**src/rtl/spi_reg_pkg.sv**
```systemverilog
// Shared types, constants and address-decode helpers for the SPI register bank.
package spi_reg_pkg;

    typedef logic [7:0] byte_t;

    typedef enum logic {
        IDLE  = 1'b0,
        SHIFT = 1'b1
    } ser_state_t;

    // Address 0 is the command slot and never names a register.
    localparam int unsigned ADDR_CMD        = 0;
    localparam byte_t       OOR_VAL_DEFAULT = 8'h00;

    // Read/write configuration registers live at 1..num_rw.
    function automatic logic is_rw_addr(input int unsigned addr, input int unsigned num_rw);
        return (addr != ADDR_CMD) && (addr <= num_rw);
    endfunction

    // Read-only status registers follow directly after the config block.
    function automatic logic is_ro_addr(input int unsigned addr, input int unsigned num_rw,
                                        input int unsigned num_ro);
        return (addr > num_rw) && (addr <= num_rw + num_ro);
    endfunction

endpackage

```
**src/rtl/spi_reg_bank_poci_serializer.sv**
```systemverilog
// POCI byte serializer: loads a byte on the byte-boundary flag and shifts it
// out MSB-first, one bit per sclk. A load in SHIFT restarts the byte so that
// consecutive bytes stream without a gap.
module poci_serializer
    import spi_reg_pkg::*;
(
    input  logic  sclk,
    input  logic  rstn,
    input  logic  txn_rstn,
    input  logic  load,
    input  byte_t byte_in,
    output logic  serial_out,
    output logic  busy
);

    // Either the global reset or the end-of-transaction reset clears the shifter.
    logic ser_rstn;
    assign ser_rstn = rstn & txn_rstn;

    ser_state_t  state_reg;
    byte_t       shift_reg;
    logic [2:0]  count_reg;

    // FSM, shifter and bit counter; load always wins over shifting.
    always_ff @(posedge sclk or negedge ser_rstn) begin
        if (!ser_rstn) begin
            state_reg <= IDLE;
            shift_reg <= '0;
            count_reg <= '0;
        end else if (load) begin
            shift_reg <= byte_in;
            count_reg <= '0;
            state_reg <= SHIFT;
        end else if (state_reg == SHIFT) begin
            shift_reg <= {shift_reg[6:0], 1'b0};
            if (count_reg == 3'd7) begin
                count_reg <= '0;
                state_reg <= IDLE;
            end else begin
                count_reg <= count_reg + 3'd1;
            end
        end
    end

    assign serial_out = shift_reg[7];
    assign busy       = (state_reg == SHIFT);

endmodule

```
**src/rtl/spi_reg_bank_poci.sv**
```systemverilog
// SPI register bank: write-side config registers, synchronised status
// registers, a combinational read mux and the POCI serializer.
module spi_reg_bank_poci
    import spi_reg_pkg::*;
#(
    parameter int unsigned NUM_RW  = 8,
    parameter int unsigned NUM_RO  = 4,
    parameter int unsigned ADDR_W  = 8,
    parameter byte_t       OOR_VAL = OOR_VAL_DEFAULT
) (
    input  logic                  sclk,
    input  logic                  rstn,
    input  logic                  txn_rstn,
    input  logic                  wr_en,
    input  logic [ADDR_W-1:0]     wr_addr,
    input  logic [7:0]            wr_data,
    input  logic [ADDR_W-1:0]     rd_addr,
    input  logic                  load,
    input  logic [8*NUM_RO-1:0]   status_in,
    output logic                  serial_out,
    output logic [8*NUM_RW-1:0]   cfg_out,
    output logic                  busy,
    output logic                  err
);

    logic                txn_clr_n;
    logic [8*NUM_RO-1:0] status_sync1_reg;
    logic [8*NUM_RO-1:0] status_sync2_reg;
    byte_t               rd_val;

    assign txn_clr_n = rstn & txn_rstn;

    // One config register per RW address; each is visible on cfg_out directly.
    genvar gi;
    generate
        for (gi = 0; gi < NUM_RW; gi++) begin : g_cfg
            byte_t cfg_reg;

            // Capture write data when this register's address is strobed.
            always_ff @(posedge sclk or negedge rstn) begin
                if (!rstn) begin
                    cfg_reg <= '0;
                end else if (wr_en && (wr_addr == ADDR_W'(gi + 1))) begin
                    cfg_reg <= wr_data;
                end
            end

            assign cfg_out[8*gi +: 8] = cfg_reg;
        end
    endgenerate

    // Sticky flag for writes that hit address 0, a status register or nothing.
    always_ff @(posedge sclk or negedge txn_clr_n) begin
        if (!txn_clr_n) begin
            err <= 1'b0;
        end else if (wr_en && !is_rw_addr(32'(wr_addr), NUM_RW)) begin
            err <= 1'b1;
        end
    end

    // Two-flop synchroniser for the core's status bits; stage two is the RO value.
    always_ff @(posedge sclk or negedge rstn) begin
        if (!rstn) begin
            status_sync1_reg <= '0;
            status_sync2_reg <= '0;
        end else begin
            status_sync1_reg <= status_in;
            status_sync2_reg <= status_sync1_reg;
        end
    end

    // Read mux: config, synchronised status, or the out-of-range filler.
    always_comb begin
        rd_val = OOR_VAL;
        if (is_rw_addr(32'(rd_addr), NUM_RW)) begin
            for (int k = 0; k < NUM_RW; k++) begin
                if (rd_addr == ADDR_W'(k + 1)) begin
                    rd_val = cfg_out[8*k +: 8];
                end
            end
        end else if (is_ro_addr(32'(rd_addr), NUM_RW, NUM_RO)) begin
            for (int k = 0; k < NUM_RO; k++) begin
                if (rd_addr == ADDR_W'(NUM_RW + k + 1)) begin
                    rd_val = status_sync2_reg[8*k +: 8];
                end
            end
        end
    end

    poci_serializer u_ser (
        .sclk       (sclk),
        .rstn       (rstn),
        .txn_rstn   (txn_rstn),
        .load       (load),
        .byte_in    (rd_val),
        .serial_out (serial_out),
        .busy       (busy)
    );

endmodule

```
**config.mk**
```make
export PLATFORM = sky130hd
export DESIGN_NAME = spi_reg_bank_poci
export DESIGN_NICKNAME = d
export VERILOG_FILES = /design/src/rtl/spi_reg_pkg.sv /design/src/rtl/spi_reg_bank_poci_serializer.sv /design/src/rtl/spi_reg_bank_poci.sv
export SDC_FILE = /design/constraint.sdc
export NUM_CORES = 1
export LEC_CHECK = 0
export BUFFER_PORTS_ARGS = -buffer_cell sky130_fd_sc_hd__buf_4
export CAP_MARGIN = 30
export CORE_ASPECT_RATIO = 0.5
export CORE_UTILIZATION = 50
export CTS_BUF_LIST = sky130_fd_sc_hd__clkbuf_8
export CTS_CLUSTER_SIZE = 14
export DETAILED_ROUTE_END_ITERATION = 10
export PLACE_DENSITY = 0.74
export SYNTH_ARGS = -nofsm -noshare
export SYNTH_HDL_FRONTEND = slang
export SYNTH_SLANG_ARGS = --single-unit
export TNS_END_PERCENT = 30
```
**constraint.sdc**
```tcl
create_clock -name sclk -period 1.59 [get_ports sclk]
set_clock_uncertainty 0.15 [all_clocks]
set_input_delay 0.159 -clock sclk [delete_from_list [all_inputs] [get_ports sclk]]
set_output_delay 0.159 -clock sclk [all_outputs]
set_load 0.01 [all_outputs]
```
Yosys cells after proc, flatten, opt, wreduce, memory -nomap -nowiden. Cells that the tools add are included.

$add $sub $neg: 1. Order comparisons: 4. Eq/ne operators: 21. Multiplexer cells: 22. Bitwise operators: 1. Reduce and logical (&&, ||, !) cells: 16.

Operators by type and width (number): two-way mux 8 bit (16); == test 8 x 3 -> 1 bit (second input constant) (8); == test 8 x 4 -> 1 bit (second input constant) (6); == test 8 x 2 -> 1 bit (second input constant) (4); less-or-equal comparator 8 x 4 -> 1 bit (second input constant) (3); == test 8 x 1 -> 1 bit (second input constant) (2); nonzero test 8 bit (2); logical AND 1 bit (12); two-way mux 3 bit (3); greater-than comparator 8 x 4 -> 1 bit (second input constant) (1); adder 3 x 1 -> 3 bit (second input constant) (1); == test 3 bit (second input constant) (1); two-way mux 1 bit (3); nonzero test 2 bit (1); bitwise AND 1 bit (1); logical NOT 1 bit (1).

Flip-flop bits (word level): 141. Input port bits: 61. Output and inout port bits: 67. Logic and storage cells: 79.

Logic depth before layout (Yosys ltp). Gate-level depths: netlist of run 1.

Depth after elaboration: 11. Depth in mapped cells: 8. Depth with buffers taken out: 5.

By module. A second synthesis of run 1 with hierarchy kept.

Cell total of the unflattened synthesis: 405. Area total of the unflattened synthesis: 5778.0 sq um.

Modules (own cells, without submodules): spi_reg_bank_poci (times used 1, cells each 354, area an instance 5223.8 sq um, sequential area each 3228.1 sq um); poci_serializer (times used 1, cells each 51, area an instance 554.3 sq um, sequential area each 300.3 sq um).

Worst setup path after synthesis of run 1. Ideal clock, no wire load.

Kind: input to register. Start point: input port wr_addr[5]. End point: register g_cfg[3].cfg_reg[0]. Setup time: 125 ps. Data arrival time: 1491 ps. Required time: 1315 ps. Slack: -176 ps. Stages on the path: 4. Buffers on the path: 0. Cell sequence: nor4_4 nand3b_4 nor4b_4 mux2_2.

Cells in the longest elaborated chain, start to end: 2.

RTL lines: start, declared (RTL line spi_reg_bank_poci.sv:15) `input logic [ADDR_W-1:0] wr_addr,`; == test 8 x 3 -> 1 bit (RTL line spi_reg_bank_poci.sv:43) `end else if (wr_en && (wr_addr == ADDR_W'(gi + 1))) begin`; logical AND 1 bit (RTL line spi_reg_bank_poci.sv:43); end signal, assigned (RTL line spi_reg_bank_poci.sv:44) `cfg_reg <= wr_data;`; end, declared (RTL line spi_reg_bank_poci.sv:37) `byte_t cfg_reg;`.

No other way between the ends. A chain may end at the register's enable or synchronous reset.

Worst setup path after layout of run 1.
Start point: register g_cfg[0].cfg_reg[6]. End point: register u_ser.shift_reg[6].

Cells in the longest elaborated chain, start to end: 10.

RTL lines: start, declared (RTL line spi_reg_bank_poci.sv:37); start signal, assigned (RTL line spi_reg_bank_poci.sv:44); two-way mux 8 bit (8 in series) (RTL line spi_reg_bank_poci.sv:77) `if (rd_addr == ADDR_W'(k + 1)) begin`; two-way mux 8 bit (RTL line spi_reg_bank_poci.sv:75) `if (is_rw_addr(32'(rd_addr), NUM_RW)) begin`; two-way mux 8 bit (RTL line spi_reg_bank_poci_serializer.sv:30) `end else if (load) begin`; end signal, assigned (RTL line spi_reg_bank_poci_serializer.sv:31) `shift_reg <= byte_in;`; end signal, assigned (RTL line spi_reg_bank_poci_serializer.sv:35) `shift_reg <= {shift_reg[6:0], 1'b0};`; end, declared (RTL line spi_reg_bank_poci_serializer.sv:21) `byte_t shift_reg;`.

No other way between the ends.

==> results.yml, run 1 <==
sta:
  worst_slack_ns: -0.116
  finalSetupViolCount: 2
  period_minus_slack_ns: 1.71
  rsz0062_at_grt: "true"
  hold_violations: 0
  tightest_slew_ns: 0.580
  finalCritPeriodShare: 1.07
  fmax_mhz: 586
  slew_headroom: 0.613
  slew_viol_final: 0
clocking:
  clockBufferDepth: 2
  htreeDepth: 4
  cts.clk_slew.worst_paths_ns: 0.08
  cts_sinks: 141
  root_buffer: "clkbuf_8"
  numCtsBuffers: 17
  cts_tree: "done"
  clk-insertion-delay-late_ns: 0.45
power:
  pwr-share-comb: 0.125
  seqPwrFrac: 0.501
  intPower_mw: 5.69
  switching_share: 0.260
  switching_power_mw: 2.00
  leakage_nw: 4.15
  powerDensity_nw_per_um2: 922
  clock_power_share: 0.375
  p_total_mw: 7.69
  ir_drop_mv: 0.803
synth:
  synth_ff_type: "dfrtp_1"
  syn_area_um2: 5730
  synth-xor-area-share: 0.00153
  synth_top_family_by_area: "multiplexers"
  yosysTopAreaCell: "dfrtp_1"
  synth_top_cell_area_share: 0.616
  synth_warnings: 0
  ys_types: 46
  synthMuxAreaShare: 0.177
  synth_area_per_cell_um2: 13.8
  synth-seq-cells: 141
  yosys.area_share.adder: 0.00437
  synth_simple_gate_area_frac: 0.0813
  syn-num-nets: 479
  ys_seq_area_frac: 0.616
  synth-compound-area-share: 0.0990
  synth.area.top_cells: "dfrtp_1 62%, mux2_2 15%, mux2i_1 2.8%"
  synthCells: 416
  synth_edf_count: 0
  async_flop_share: 1.00
setup_path:
  slowest_stage: "dfrtp_1"
  reg2reg_from: "g_cfg[0].cfg_reg[6]"
  cp_common_cell: "a221oi_2"
  cpPeakStageDelay_ns: 0.39
  required_ns: 1.76
  crit_arrival_ns: 1.88
  critPathLaunch: "g_cfg[0].cfg_reg[6]"
  r2r_slack_ns: -0.12
  crit_path_cell_trace: "mux2_4 -> a221oi_2 -> nor2_1 -> a221oi_2 -> o221ai_1"
  r2r_cells: 5
  end_kind: "flop"
  critPathKind: "reg2reg"
  cp-start-kind: "flop"
  reg2reg_to: "u_ser.shift_reg[6]"
  endpoint: "u_ser.shift_reg[6]"
  critPathMaxFanout: 2
placed_design:
  io_buffer_count: 127
  place_area_um2: 7390
  gp_congestion: 0.908
  post-dp-hpwl_um: 10200
floorplan:
  die_h_um: 77.7
  dieWidth_um: 153
  num_rows: 27
  fp.dieArea_um2: 11900
  pin_count: 128
  core-area_um2: 11100
  initial_core_util: 0.517
routing:
  avgViaCountPerCell: 5.47
  firstDrtPassIters: 5
  via_count: 4467
  wirelength_um: 15000
  drtIter0Drc: 180
  drc: 0
  wl_per_cell_um: 18.4
  ant_nets: 0
final_layout:
  final_area_um2: 8340
  antennaDiodeCount: 0
  largest_register_ffs: 64
  layout_commonest_cell: "buf_4"
  fillers: 738
  finalNetCount: 721
  drive_gt1_frac: 0.504
  mostFrequentLayoutCells: "196 x buf_4, 141 x dfrtp_1, 75 x mux2_2"
  synthToLayoutAreaGrowth_pct: 45.7
worst_hold_path:
  hp-class: "in2reg"
grt:
  grt_pass1_vias: 4562
  grt_antenna_before_repair: 0
  track_usage: 0.268
  grt_overflow: 0
  grt_max_degree: 110
  grt_first_pass_wirelength_um: 23900
status:
  violations: "setup timing"
  status: "finished with violations"
flow_run:
  max_cap_viol_count: 0
[power groups by stage]
stage | registers, mW | clock network, mW | logic [mW]
finish | 3.85 | 2.88 | 0.959
CTS | 3.85 | 2.93 | 0.946
floorplan | 3.93 | 0 | 0.291
global placement | 3.91 | 0 | 0.828
detailed placement | 3.92 | 0 | 0.844
global route | 3.87 | 3.08 | 1.03
[cells by family (layout without fill, tap and decap cells)]
| family | Yosys count | in the layout |
|---|---|---|
| flip-flops | 141 | 141 |
| adder cells (fa/ha/maj) | 2 | 2 |
| multiplexers | 92 | 92 |
| buffers and inverters | 28 | 283 |
| AND/OR/NAND/NOR | 74 | 74 |
| XOR/XNOR | 1 | 1 |
| AO/OA/AOI/OAI | 78 | 78 |
[worst max-delay path: cells and delay by family, from the launching register on]
kind / cells / cell delay (ns)
AND/OR/NAND/NOR: 1 / 0.09
flip-flops: 1 / 0.39
AO/OA/AOI/OAI: 3 / 0.67
multiplexers: 1 / 0.28
[metrics by stage]
stage / TNS, ns / hold WS (ns) / cells / setup WS [ns] / utilization
after global placement: -17.03 / -0.158 / 737 / -0.283 / 0.667
after global routing: -0.406 / 0.0367 / 816 / -0.154 / 0.753
final: -0.209 / 0.0258 / 816 / -0.116 / 0.753
after floorplan: -4.41 / -0.287 / 416 / -0.139 / -
after CTS: -0.0929 / -0.115 / 815 / -0.0806 / 0.750
after detailed placement: -20.29 / -0.157 / 737 / -0.358 / 0.667
[per-layer routing]
metal,global-route usage,share of wire,routed length [µm]
met5,0,0,0
met4,0.103,0.016,245
met3,0.0531,0.061,923
met2,0.437,0.47,7130
met1,0.360,0.45,6720
[area by class of cell]
cell class | count | area [µm²] | area share
timing repair buffer | 248 | 2040 | 0.245
inverter | 3 | 11.3 | 0.00135
sequential | 141 | 3530 | 0.423
clock buffer | 17 | 234 | 0.0281
tap | 145 | 181 | 0.0218
multi-input combinational | 247 | 2180 | 0.262
clock inverter | 15 | 161 | 0.0194
[how the worst min path moves through the flow]
stage	startpoint	to	slack, ns	cells after the start
after floorplan	rstn	g_cfg[0].cfg_reg[0]	-0.29	0
after global routing	rd_addr[3]	u_ser.shift_reg[1]	0.04	3
after CTS	load	u_ser.count_reg[1]	-0.11	2
final	rd_addr[3]	u_ser.shift_reg[4]	0.03	3
after global placement	rstn	g_cfg[2].cfg_reg[6]	-0.16	1
after detailed placement	rstn	g_cfg[0].cfg_reg[6]	-0.16	1
[synth_stat cells, types with 2 or more instances]
master and count:
nor2_1 16, a2bb2oi_1 4, nor4b_4 2, nor3_1 2, nand2b_1 2, buf_1 2
a22oi_1 9, or3b_2 4, inv_1 3, nand3_1 3, o211ai_1 3, buf_2 8
nor2b_1 4, ha_1 2, mux2_2 76, nand3b_2 2, a21o_1 6, nand2_1 23
mux2i_1 16, or2_2 2, a221oi_1 10, o221ai_1 6, dfrtp_1 141, a211oi_1 5
clkbuf_1 15, nor3b_1 2, a311oi_1 5, nor4_1 2, a21oi_1 13, o21ai_0 9
a211o_1 3, o22ai_1 2
[timing repair]
action | CTS | global route
hold buffers | 46 | 1
resized for setup | 9 | 7
pin swaps | 3 | 4
endpoints found under the hold margin | 250 | 7
setup endpoints to repair | 6 | 7
buffers inserted | 0 | 0
Power figures use the tool's default switching activity.
==> inputs of run 2 (changes only) <==
Settings changed: ABC_AREA from default to 1, RECOVER_POWER from default to 25.
==> run 2 against run 1 <==
Against the previous run: the run now ends clean; area after synthesis about the same; worst setup slack improved by 0.23 ns; critical endpoint is now g_cfg[3].cfg_reg[0]; clock-buffer cell count increased by 1; critical path type is now in2reg; flip-flop and latch count unchanged.
==> results.yml, run 2 <==
sta:
  rsz0062_at_grt: "true"
  finalSetupViolCount: 0
  slew_headroom: 0.591
  tightest_slew_ns: 0.612
  slew_viol_final: 0
  period_minus_slack_ns: 1.48
  whs_ns: 0.0549
  hold_violations: 0
  setup-tns-final_ns: 0
  finalCritPeriodShare: 0.931
  fmax_mhz: 676
  worst_slack_ns: 0.110
clocking:
  htreeDepth: 4
  cts.clk_slew.worst_paths_ns: 0.08
  clk-insertion-delay-late_ns: 0.45
  numCtsBuffers: 17
  clockBufferDepth: 2
  cts_sinks: 141
  root_buffer: "clkbuf_8"
  cts_tree: "done"
  post-cts-setup-buffers: 0
grt:
  grt_antenna_before_repair: 0
  track_usage: 0.291
  grt_overflow: 0
  grt_pass1_vias: 5014
  grt_first_pass_wirelength_um: 25900
  grt_max_degree: 107
power:
  ir_drop_mv: 0.660
  leakage_nw: 4.04
  switching_power_mw: 1.97
  clock_power_share: 0.392
  switching_share: 0.255
  seqPwrFrac: 0.506
  intPower_mw: 5.76
  powerDensity_nw_per_um2: 975
  pwr-share-comb: 0.102
placed_design:
  io_buffer_count: 127
  pre_cts_slack_ns: -0.286
  post-dp-hpwl_um: 11200
  placedCellCount: 931
  gp_congestion: 0.891
synth:
  synth_area_per_cell_um2: 8.88
  synth_edf_count: 0
  ys_types: 26
  ys_seq_area_frac: 0.616
  synth.area.top_cells: "dfrtp_1 62%, nand2_1 13%, nor2_1 5.0%"
  syn-num-nets: 708
  synthCells: 645
  yosysTopAreaCell: "dfrtp_1"
  syn_area_um2: 5730
  synth_ff_type: "dfrtp_1"
  async_flop_share: 1.00
  synth_top_cell_area_share: 0.616
  yosysMostFrequentCell: "nand2_1"
  synth-seq-cells: 141
  synth_common_cells: "201 x nand2_1, 141 x dfrtp_1, 76 x nor2_1"
  synth_warnings: 0
final_layout:
  fin_util: 0.716
  drive_gt1_frac: 0.241
  mostFrequentLayoutCells: "201 x nand2_1, 141 x dfrtp_1, 118 x buf_4"
  synthToLayoutAreaGrowth_pct: 38.4
  fillers: 843
  finalNetCount: 914
  largest_register_ffs: 64
  antennaDiodeCount: 0
  fin_cells: 1008
  layout_commonest_cell: "nand2_1"
routing:
  firstDrtPassIters: 6
  drtIter0Drc: 507
  drc: 0
  wirelength_um: 16300
  ant_nets: 0
  avgViaCountPerCell: 5.21
  via_count: 5255
  wl_per_cell_um: 16.2
floorplan:
  num_rows: 27
  dieWidth_um: 153
  fp.dieArea_um2: 11900
  core-area_um2: 11100
  die_h_um: 77.7
  pin_count: 128
  initial_core_util: 0.517
setup_path:
  required_ns: 1.80
  end_kind: "flop"
  crit_arrival_ns: 1.69
  cp-start-kind: "input pin"
  critPathMaxFanout: 16
  critPathKind: "in2reg"
status:
  status: "finished, final reports clean"
flow_run:
  max_cap_viol_count: 0
worst_hold_path:
  hp-class: "in2reg"
## run 2: cell types whose count changed after synthesis, sizes merged, moves of 16 or more
cell,before,now
mux2,76,0
nand3,4,43
inv,3,58
nor2,17,82
o21ai,9,61
nand2,23,210
mux2i,16,0
## run 2: worst paths after layout
path,from,to,slack [ns],cells after the start
max,wr_addr[3],g_cfg[3].cfg_reg[0],0.11,5
min,wr_addr[0],err,0.05,6
max reg2reg,g_cfg[0].cfg_reg[0],u_ser.shift_reg[0],0.17,8
min reg2reg,status_sync1_reg[18],status_sync2_reg[18],0.20,0
max in group asynchronous,rstn,g_cfg[7].cfg_reg[7],0.51,3
min in group asynchronous,txn_rstn,u_ser.count_reg[0],0.23,4
## run 2: power groups by stage
stage	clock network [mW]	registers, mW	logic (mW)
after floorplan	0	3.97	0.200
after global placement	0	3.97	0.682
after detailed placement	0	3.97	0.699
after CTS	3.04	3.91	0.789
after global routing	3.22	3.93	0.863
final	3.03	3.91	0.788
## run 2: repair_timing
action,4_1_cts,5_1_grt
hold endpoints to repair,202,0
gates resized for setup,0,2
hold buffers,46,0
endpoints found under the setup margin,0,3
## run 2: through the flow
step	total power, mW	area, µm²
6_report	7.73	7930
5_1_grt	8.02	7930
4_1_cts	7.74	7930
3_5_place_dp	4.67	7050
3_3_place_gp	4.65	7050
2_1_floorplan	4.17	5730
## run 2: cell type report
cell class / count / area, µm² / share of cell area
tap: 145 / 181 / 0.0229
timing repair buffer: 202 / 1680 / 0.211
multi-input combinational: 431 / 1910 / 0.241
clock buffer: 18 / 248 / 0.0312
inverter: 58 / 218 / 0.0275
sequential: 141 / 3530 / 0.445
clock inverter: 13 / 165 / 0.0208
## run 2: routing by layer
metal  up-vias  global-route usage  wire, µm
met5         -                   0         0
met4         0              0.0930       320
met3        37              0.0581      1330
met2       236               0.478      7770
met1      2534               0.394      6890
li1       2448                   -         -
## run 2: logic make-up after synthesis
| kind of cell | synth area share |
|---|---|
| buf+inv | 0.0518 |
| compound gates | 0.0703 |
| flops | 0.616 |
| fa+ha+maj | 0.00437 |
| simple gates | 0.258 |
## run 2: worst max-delay path, stage by stage
cell           delay [ns]
dlygate4sd3_1        0.54
buf_4                0.15
nor2_1               0.21
nand4_2              0.33
o21ai_0              0.28
==> inputs of run 3 (changes only) <==
Settings changed: GPL_TIMING_DRIVEN from default to 0.
==> run 3 against run 2 <==
Against the previous run: non-clock buffer count is 4 higher; register-to-register slack lost 0.08 ns; critical path depth grew 1; global-route usage decreased by 2.1 points; final area down 0.46%.
==> results.yml, run 3 (same netlist as run 2, synthesis figures left out) <==
clocking:
  ctsHoldBuffers: 60
  cts_tree: "done"
  clk-insertion-delay-late_ns: 0.45
  cts_sinks: 141
  htreeDepth: 4
  root_buffer: "clkbuf_8"
  cts.clk_slew.worst_paths_ns: 0.08
  clockBufferDepth: 2
  numCtsBuffers: 17
routing:
  ant_nets: 0
  drc: 0
  wl_per_cell_um: 15.0
  avgViaCountPerCell: 5.04
  wirelength_um: 15100
  firstDrtPassIters: 7
  via_count: 5096
  drtIter0Drc: 444
final_layout:
  largest_register_ffs: 64
  fin_cells: 1011
  finalNetCount: 918
  synthToLayoutAreaGrowth_pct: 37.8
  layout_commonest_cell: "nand2_1"
  fin_util: 0.712
  mostFrequentLayoutCells: "200 x nand2_1, 141 x dfrtp_1, 114 x buf_4"
  drive_gt1_frac: 0.232
  antennaDiodeCount: 0
power:
  pwr-share-comb: 0.109
  leakage_nw: 3.97
  intPower_mw: 5.23
  switching_share: 0.272
  switching_power_mw: 1.96
  p_total_mw: 7.20
  ir_drop_mv: 0.532
  powerDensity_nw_per_um2: 911
  seqPwrFrac: 0.541
  clock_power_share: 0.349
grt:
  grt_busiest_layer: "met2"
  use_met2: 0.448
  grt_first_pass_wirelength_um: 24000
  grt_overflow: 0
  grt.met1_usage: 0.345
  use_met3: 0.0609
  grt_antenna_before_repair: 0
  grt_max_degree: 96
  grt_pass1_vias: 4837
  track_usage: 0.270
sta:
  finalCritPeriodShare: 0.977
  worst_slack_ns: 0.0368
  hold_violations: 0
  finalSetupViolCount: 0
  period_minus_slack_ns: 1.55
  rsz0062_at_grt: "true"
  tightest_slew_ns: 0.760
  fmax_mhz: 644
  whs_ns: 0.0235
  slew_headroom: 0.493
  slew_viol_final: 0
floorplan:
  num_rows: 27
  die_h_um: 77.7
  fp.dieArea_um2: 11900
  dieWidth_um: 153
  pin_count: 128
  core-area_um2: 11100
  initial_core_util: 0.517
setup_path:
  crit_buf_inv: 3
  crit_path_cell_trace: "buf_4 -> dlygate4sd3_1 -> nand4_4 -> nand2_1 -> dlygate4sd3_1 -> o21ai_0"
  cpPeakStageDelay_ns: 0.60
  critPathMaxFanout: 6
  crit_arrival_ns: 1.72
  cp-start-kind: "input pin"
  end_kind: "flop"
  cp_common_cell: "dlygate4sd3_1"
  path_delay_family: "buffers and inverters"
  slowest_stage: "dlygate4sd3_1"
  required_ns: 1.76
  critPathKind: "in2reg"
placed_design:
  pre_cts_slack_ns: -0.349
  io_buffer_count: 127
  post-dp-hpwl_um: 10200
  gp_congestion: 0.880
  placedCellCount: 918
worst_hold_path:
  hp-class: "in2reg"
flow_run:
  max_cap_viol_count: 0
status:
  status: "finished, final reports clean"
-- run 3: layout make-up --
class,instances,area [µm²]
Timing Repair Buffer,191,1630
Sequential cell,141,3530
Fill cell,866,3190
Tap cell,145,181
Inverter,58,218
Clock buffer,17,234
Buffer,15,80.1
Multi-Input combinational cell,431,1930
Clock inverter,13,97.6
-- run 3: path summary, 6_finish.rpt --
path	startpoint	endpoint	slack, ns	cells past startpoint
worst max register to register	g_cfg[2].cfg_reg[3]	u_ser.shift_reg[3]	0.09	8
worst max-delay path	wr_addr[1]	g_cfg[1].cfg_reg[4]	0.04	6
worst min register to register	status_sync1_reg[13]	status_sync2_reg[13]	0.19	0
min in group asynchronous	rstn	status_sync2_reg[13]	0.10	6
worst min-delay path	wr_addr[5]	g_cfg[5].cfg_reg[5]	0.02	6
max in group asynchronous	rstn	u_ser.shift_reg[0]	0.20	8
-- run 3: power groups by stage --
stage          combinational (mW)  clock, mW  sequential (mW)
3_3_place_gp                0.635          0             3.96
2_1_floorplan               0.200          0             3.97
3_5_place_dp                0.658          0             3.96
6_report                    0.787       2.51             3.89
4_1_cts                     0.791       2.53             3.89
5_1_grt                     0.870       2.70             3.91
-- run 3: metal layers --
layer | up-vias | share of wire | wire (µm)
li1 | 2464 | - | -
met1 | 2409 | 0.42 | 6360
met2 | 192 | 0.48 | 7330
met3 | 31 | 0.078 | 1170
met4 | 0 | 0.017 | 259
met5 | - | 0 | 0
-- run 3: per-stage QoR --
stage,setup TNS (ns),cell area (µm²)
3_5_place_dp,-10.61,6900
4_1_cts,0,7880
5_1_grt,-0.155,7890
3_3_place_gp,-30.59,6860
2_1_floorplan,0,5730
6_report,0,7890
-- run 3: worst min-delay path: cells and delay by family --
family / cells / cell delay, ns
AO/OA/AOI/OAI: 1 / 0.04
buffers and inverters: 1 / 0.09
AND/OR/NAND/NOR: 4 / 0.28
-- run 3: timing repair --
action                                  in CTS  in global routing
setup buffers                                0                  3
pin swaps                                    0                  3
cloned                                       0                  0
endpoints found under the setup margin       1                 13
endpoints found under the hold margin      222                102
gates resized for setup                      1                  6
